$ cat config.mk
export PLATFORM = sky130hd
export DESIGN_NAME = mem_access_flat
export DESIGN_NICKNAME = d
export VERILOG_FILES = /design/src/rtl/mem_access_if.sv /design/src/rtl/mem_access.sv /design/src/flat_wrapper.sv
export SDC_FILE = /design/constraint.sdc
export NUM_CORES = 1
export LEC_CHECK = 0
export CORE_UTILIZATION = 32
export CTS_CLUSTER_DIAMETER = 80
export CTS_CLUSTER_SIZE = 24
export DETAILED_ROUTE_END_ITERATION = 16
export PLACE_DENSITY = 0.76
export SYNTH_ARGS = -nofsm -noshare
export SYNTH_HDL_FRONTEND = slang
export SYNTH_SLANG_ARGS = --single-unit
$ cat constraint.sdc
create_clock -name clk -period 4.4 [get_ports clk]
set_input_delay 0.66 -clock clk [delete_from_list [all_inputs] [get_ports clk]]
set_output_delay 0.66 -clock clk [all_outputs]
set_load 0.02 [all_outputs]
$ cat src/rtl/mem_access_if.sv
// ---------------------------------------------------------------------------
// mem_access_if -- data-bus bundle between the MEM stage and the data memory.
//
// Signals:
//   bus_req    master -> slave  transaction request
//   bus_we     master -> slave  1 store, 0 load
//   bus_addr   master -> slave  word-aligned byte address
//   bus_sel    master -> slave  byte-lane enables (lane k = bits [8k+7:8k])
//   bus_wdata  master -> slave  lane-replicated store data
//   bus_rdata  slave -> master  read data, meaningful only with bus_ack
//   bus_ack    slave -> master  transaction complete
//
// Handshake: the master raises bus_req and holds it, together with addr/we/
// sel/wdata, stable until it samples bus_ack high on a rising edge; that edge
// completes the transfer and bus_req drops on the following cycle. bus_ack is
// a single-cycle completion strobe and is ignored while bus_req is low. The
// master may also abandon a pending request (reset or timeout), after which a
// late ack is ignored.
// ---------------------------------------------------------------------------
interface mem_access_if;
    logic        bus_req;
    logic        bus_we;
    logic [31:0] bus_addr;
    logic [3:0]  bus_sel;
    logic [31:0] bus_wdata;
    logic [31:0] bus_rdata;
    logic        bus_ack;

    modport master (
        output bus_req, bus_we, bus_addr, bus_sel, bus_wdata,
        input  bus_rdata, bus_ack
    );

    modport slave (
        input  bus_req, bus_we, bus_addr, bus_sel, bus_wdata,
        output bus_rdata, bus_ack
    );
endinterface

$ cat src/rtl/mem_access.sv
// ---------------------------------------------------------------------------
// mem_access -- MEM-stage engine of the RISC-V pipeline.
//
// Non-memory ops pass straight through to MEM/WB. Aligned loads/stores run one
// request/ack transaction on the data bus while the pipeline is stalled;
// load data is lane-aligned and sign/zero extended in the single DONE cycle.
//
// Ports:
//   clk, rst                 clock, asynchronous active-high reset
//   ex_waddr/ex_we/ex_wdata  write-back triple from EX/MEM
//   ex_memop                 0 none, 1 LB, 2 LH, 3 LW, 4 LBU, 5 LHU,
//                            6 SB, 7 SH, 8 SW, 9-15 none
//   ex_maddr, ex_sdata       effective byte address, store source data
//   mem_waddr/mem_we/mem_wdata  write-back triple to MEM/WB
//   stall_req                hold the upstream pipeline (inputs stay stable)
//   exc_misalign             misaligned access flag (IDLE only)
//   bus_err                  one-cycle pulse when a transaction times out
//   bus                      data bus (mem_access_if.master)
//
// Parameter TIMEOUT: BUSY cycles without ack before abort (0 = never).
// ---------------------------------------------------------------------------
module mem_access #(
    parameter int TIMEOUT = 255
) (
    input  logic               clk,
    input  logic               rst,
    input  logic [4:0]         ex_waddr,
    input  logic               ex_we,
    input  logic [31:0]        ex_wdata,
    input  logic [3:0]         ex_memop,
    input  logic [31:0]        ex_maddr,
    input  logic [31:0]        ex_sdata,
    output logic [4:0]         mem_waddr,
    output logic               mem_we,
    output logic [31:0]        mem_wdata,
    output logic               stall_req,
    output logic               exc_misalign,
    output logic               bus_err,
    mem_access_if.master       bus
);
    localparam int CNT_W = (TIMEOUT > 255) ? $clog2(TIMEOUT + 1) : 8;

    typedef enum logic [1:0] {IDLE, BUSY, DONE} state_t;

    state_t           state;
    logic [31:0]      rdata_q;
    logic             err_q;
    logic [CNT_W-1:0] cnt_q;
    logic             bus_req_q;

    // ---------------- op decode ----------------
    logic is_load, is_store, is_byte, is_half, is_word;
    logic is_mem, misaligned, go, timeout_hit;

    always_comb begin
        is_load  = 1'b0;
        is_store = 1'b0;
        is_byte  = 1'b0;
        is_half  = 1'b0;
        is_word  = 1'b0;
        case (ex_memop)
            4'd1, 4'd4: begin is_load  = 1'b1; is_byte = 1'b1; end
            4'd2, 4'd5: begin is_load  = 1'b1; is_half = 1'b1; end
            4'd3:       begin is_load  = 1'b1; is_word = 1'b1; end
            4'd6:       begin is_store = 1'b1; is_byte = 1'b1; end
            4'd7:       begin is_store = 1'b1; is_half = 1'b1; end
            4'd8:       begin is_store = 1'b1; is_word = 1'b1; end
            default:    ;
        endcase
    end

    assign is_mem     = is_load | is_store;
    assign misaligned = (is_half & ex_maddr[0]) | (is_word & (|ex_maddr[1:0]));
    assign go         = (state == IDLE) && is_mem && !misaligned;
    // The abort fires in the TIMEOUT-th BUSY cycle without ack; an ack in
    // that same cycle wins because it is tested first in the FSM.
    assign timeout_hit = (TIMEOUT != 0) && (cnt_q == CNT_W'(TIMEOUT - 1));

    // ---------------- FSM ----------------
    always_ff @(posedge clk or posedge rst) begin
        if (rst) begin
            state     <= IDLE;
            cnt_q     <= '0;
            rdata_q   <= '0;
            err_q     <= 1'b0;
            bus_req_q <= 1'b0;
        end else begin
            case (state)
                IDLE: begin
                    if (go) begin
                        state     <= BUSY;
                        bus_req_q <= 1'b1;
                        cnt_q     <= '0;
                    end
                end
                BUSY: begin
                    if (bus.bus_ack) begin
                        rdata_q   <= bus.bus_rdata;
                        state     <= DONE;
                        bus_req_q <= 1'b0;
                    end else if (timeout_hit) begin
                        err_q     <= 1'b1;
                        state     <= DONE;
                        bus_req_q <= 1'b0;
                    end else begin
                        cnt_q <= cnt_q + 1'b1;
                    end
                end
                DONE: begin
                    state <= IDLE;
                    err_q <= 1'b0;
                    cnt_q <= '0;
                end
                default: begin
                    state     <= IDLE;
                    bus_req_q <= 1'b0;
                end
            endcase
        end
    end

    // ---------------- bus side ----------------
    logic [3:0]  lane_sel;
    logic [31:0] lane_wdata;

    always_comb begin
        lane_sel   = 4'b0000;
        lane_wdata = ex_sdata;
        if (is_byte) begin
            lane_sel   = 4'b0001 << ex_maddr[1:0];
            lane_wdata = {4{ex_sdata[7:0]}};
        end else if (is_half) begin
            lane_sel   = ex_maddr[1] ? 4'b1100 : 4'b0011;
            lane_wdata = {2{ex_sdata[15:0]}};
        end else if (is_word) begin
            lane_sel   = 4'b1111;
        end
    end

    // bus_req_q is high exactly while the FSM is in BUSY.
    assign bus.bus_req   = bus_req_q;
    assign bus.bus_we    = bus_req_q & is_store;
    assign bus.bus_sel   = bus_req_q ? lane_sel : 4'b0000;
    assign bus.bus_addr  = {ex_maddr[31:2], 2'b00};
    assign bus.bus_wdata = lane_wdata;

    // ---------------- load alignment / extension ----------------
    logic [31:0] rdata_shift;
    logic [15:0] rhalf;
    logic [7:0]  rbyte;
    logic [31:0] ld_val;

    assign rdata_shift = rdata_q >> {ex_maddr[1:0], 3'b000};
    assign rbyte       = rdata_shift[7:0];
    assign rhalf       = ex_maddr[1] ? rdata_q[31:16] : rdata_q[15:0];

    always_comb begin
        case (ex_memop)
            4'd1:    ld_val = {{24{rbyte[7]}}, rbyte};
            4'd2:    ld_val = {{16{rhalf[15]}}, rhalf};
            4'd4:    ld_val = {24'h0, rbyte};
            4'd5:    ld_val = {16'h0, rhalf};
            default: ld_val = rdata_q;
        endcase
    end

    // ---------------- pipeline side ----------------
    always_comb begin
        mem_waddr = ex_waddr;
        mem_we    = 1'b0;
        mem_wdata = ex_wdata;
        if (rst) begin
            mem_waddr = '0;
            mem_wdata = '0;
        end else begin
            case (state)
                IDLE: mem_we = ex_we & ~is_mem;
                DONE: begin
                    if (is_load) begin
                        mem_we    = ex_we & ~err_q;
                        mem_wdata = ld_val;
                    end
                end
                default: ;
            endcase
        end
    end

    assign stall_req    = !rst && (go || state == BUSY);
    assign exc_misalign = !rst && (state == IDLE) && is_mem && misaligned;
    // err_q only lives for the DONE cycle, so this is a single-cycle pulse.
    assign bus_err      = err_q;
endmodule

$ cat src/flat_wrapper.sv
// flat-port wrapper written by rule: the top's interface ports become plain ports
module mem_access_flat 
#(
    parameter int TIMEOUT = 255
)
  (clk, rst, ex_waddr, ex_we, ex_wdata, ex_memop, ex_maddr, ex_sdata, mem_waddr, mem_we, mem_wdata, stall_req, exc_misalign, bus_err, bus_bus_req, bus_bus_we, bus_bus_addr, bus_bus_sel, bus_bus_wdata, bus_bus_rdata, bus_bus_ack);
  mem_access_if bus_i ();
  input  logic clk;
  input  logic rst;
  input  logic [4:0] ex_waddr;
  input  logic ex_we;
  input  logic [31:0] ex_wdata;
  input  logic [3:0] ex_memop;
  input  logic [31:0] ex_maddr;
  input  logic [31:0] ex_sdata;
  output logic [4:0] mem_waddr;
  output logic mem_we;
  output logic [31:0] mem_wdata;
  output logic stall_req;
  output logic exc_misalign;
  output logic bus_err;
  output wire logic [$bits(bus_i.bus_req)-1:0] bus_bus_req;
  output wire logic [$bits(bus_i.bus_we)-1:0] bus_bus_we;
  output wire logic [$bits(bus_i.bus_addr)-1:0] bus_bus_addr;
  output wire logic [$bits(bus_i.bus_sel)-1:0] bus_bus_sel;
  output wire logic [$bits(bus_i.bus_wdata)-1:0] bus_bus_wdata;
  input wire logic [$bits(bus_i.bus_rdata)-1:0] bus_bus_rdata;
  input wire logic [$bits(bus_i.bus_ack)-1:0] bus_bus_ack;
  assign bus_bus_req = bus_i.bus_req;
  assign bus_bus_we = bus_i.bus_we;
  assign bus_bus_addr = bus_i.bus_addr;
  assign bus_bus_sel = bus_i.bus_sel;
  assign bus_bus_wdata = bus_i.bus_wdata;
  assign bus_i.bus_rdata = bus_bus_rdata;
  assign bus_i.bus_ack = bus_bus_ack;
  mem_access #(.TIMEOUT(TIMEOUT)) u_core (.clk(clk), .rst(rst), .ex_waddr(ex_waddr), .ex_we(ex_we), .ex_wdata(ex_wdata), .ex_memop(ex_memop), .ex_maddr(ex_maddr), .ex_sdata(ex_sdata), .mem_waddr(mem_waddr), .mem_we(mem_we), .mem_wdata(mem_wdata), .stall_req(stall_req), .exc_misalign(exc_misalign), .bus_err(bus_err), .bus(bus_i));
endmodule
==> metrics.txt <==
initial DRC count 250; P_sw 898 uW; Setup violations, final 0; clock skew ~0.007 ns; required time of the critical path about 3.7 ns; fin. max-slew vios 0; Routed Antenna Nets 0; Pint 1.45 mW; Worst VDD drop a little over 0.2 mV; Post-synth top flop dfrtp_1; layout cells sized above 1 0.158; Crit path largest cell delay ~0.84 ns; Seq/Total Area, Yosys 0.269; chip width between 100 and 150 um; Post-CTS Hold Buffers 0; GPL Wtd Cong 0.857; Final HPWL DP around 12 mm; TritonCTS clock tree built; crit path kind in -> out; Fin. Hold Viols 0; outcome complete, no violations; P per Cell Area 391 mW/mm^2; Core Region 0.0122 mm^2; Post-Synthesis Cells ~480; Syn-to-layout area delta 46.7%; post-CTS setup buffers 0; die footprint 0.0132 mm^2; Reg clk slew, reported paths about 0.07 ns; Worst Hold Class reg -> reg; global route overflow 0; Post-Place Setup Slack 0.322 ns; crit-path cells clkdlybuf4s50_1 > buf_4 > nor3b_1 > nor2_2 > a21oi_1 > o21ai_0 > clkdlybuf4s50_1; Ports ~250; Leak Pwr 2.35 nW; syn_area_per_cell ~8.6 um^2; Startpoint Class input port; Initial Util 0.335; post-synth top area cell dfrtp_1; Max Cap Viol 0; post_cts resized 0; total negative setup slack 0 ns; sw frac 0.383; setup ws final 0.300 ns; via/cell ratio 5.46; arrival time at the worst endpoint approximately 3.4 ns; Yosys top cell area share 0.269; DRC viols 0; Post-synth EDFFs 0; # port buffers between 150 and 200; setup slack, reg-to-reg around 2.6 ns; Final Cycle Share 0.932; vias in the first global route ~4200; WL/cell 19.1 um; Slew @ Worst Pin about 0.73 ns; r2r worst-path depth 6; ys async rst share 1.00; root buffer cell clkbuf_16; fraction of power consumed by sequential logic 0.345; CP Launch Point ex_memop[0]; source of the worst hold timing path u_core.rdata_q[5]$_DFFE_PP0P_; CTS HTree Levels 2; RSZ-0062 raised after global routing false; post-layout min period just over 4 ns; CP Capture Type output port; Most common cell on crit path clkdlybuf4s50_1; fill cell count roughly 1200; slew margin rel. 0.514; flops & latches, synth 44; later-pin clock latency in the skew report approximately 0.28 ns; Die H about 120 um; Final #Nets between 700 and 800; fmax 244 MHz; hold-critical path depth 1; largest net degree at the start of global routing 33; commonest non-fill, non-tap cell in the layout clkdlybuf4s50_1; crit-path max FO 18; first-pass GRT wire length between 20 and 25 mm; combinational share of power 0.477; maximum root-to-sink buffer count 2; TritonCTS Buffers 5; part of the power in the clock network 0.178; via count roughly 4300; final WL about 15 mm; 1st-pass router iterations 5; Site Rows 40; slowest library cell on the worst path clkdlybuf4s50_1; initial antenna violation count 1; gr usage total 0.221; most frequent cells in the layout 189 x clkdlybuf4s50_1, 47 x mux2_2, 44 x dfrtp_1; CTS sink cnt 44; Synth Cell Area between 0.004 and 0.005 mm^2; FF-to-FF Start u_core.cnt_q[0]$_DFFE_PP0P_; Yosys warning count 0; top cells by area, synth dfrtp_1 27%, mux2_2 13%, buf_4 7.7%; distinct cell type count after synthesis 71
Yosys cell counts (6+ instances only):
master,n
dfrtp_1,44
nand4_1,6
nand2b_1,11
nand2_1,43
a311oi_1,6
buf_4,42
a31oi_1,11
buf_2,14
a21oi_1,37
o2bb2ai_1,16
nand3_1,9
mux2_2,47
o21ai_0,30
nor2_1,38
clkbuf_1,8
inv_1,10
nor2b_1,7
registers in the layout, indices dropped and copies added (netlist names):
register            cells
u_core.bus.bus_req      1
u_core.rdata_q         32
u_core.bus_err          1
u_core.state            2
u_core.cnt_q            8
cell families after synthesis:
kind of cell	synth area share
xor gates and xnor gates	0.00643
DFF	0.269
and+or+nand+nor	0.181
muxes	0.147
other	0.000917
buffers and inverters	0.137
adders and majority gates	0.00612
AOI/OAI and AO/OA	0.252
metrics by stage:
step	instances	hold slack [ns]	instance area, um^2	power, mW	util
floorplan	477	0.479	4090	1.51	-
global placement	782	0.490	5830	1.90	0.477
detailed placement	782	0.497	5830	1.93	0.477
CTS	790	0.511	6000	2.35	0.491
global route	791	0.538	6000	2.48	0.491
finish	791	0.509	6000	2.35	0.491
final cells by class:
type / count / area (um^2) / share of cell area
Multi-Input combinational cell: 350 / 2430 / 0.405
Clock inverter: 3 / 42.5 / 0.00709
Sequential cell: 44 / 1100 / 0.184
Inverter: 10 / 37.5 / 0.00626
Antenna cell: 1 / 2.50 / 0.000417
Tap cell: 168 / 210 / 0.0350
Clock buffer: 5 / 125 / 0.0209
Timing Repair Buffer: 210 / 2050 / 0.342
worst max-delay path: cells and delay by family:
kind / cells / cell delay (ns)
compound gates: 2 / 0.34
simple gates: 2 / 0.67
buf+inv: 3 / 1.76
path summary, 6_finish.rpt:
check,endpoint
setup / recovery,bus_bus_wdata[24]
hold / removal,u_core.rdata_q[5]$_DFFE_PP0P_
setup reg to reg,u_core.cnt_q[1]$_DFFE_PP0P_
hold reg to reg,u_core.rdata_q[5]$_DFFE_PP0P_
max in group asynchronous,u_core.state[0]$_DFFE_PP0P_
min in group asynchronous,u_core.rdata_q[1]$_DFFE_PP0P_
power groups by stage:
stage	Combinational (mW)	Clock (mW)	Sequential, mW
after detailed placement	1.12	0	0.811
after global routing	1.20	0.443	0.831
after floorplan	0.789	0	0.720
final	1.12	0.418	0.808
after global placement	1.09	0	0.802
after CTS	1.12	0.423	0.803
layer usage:
| layer | part of all wire | GRT usage |
|---|---|---|
| met1 | 0.36 | 0.233 |
| met2 | 0.53 | 0.418 |
| met3 | 0.068 | 0.0380 |
| met4 | 0.042 | 0.113 |
| met5 | 0 | 0 |
(Power assumes the default switching activity.)
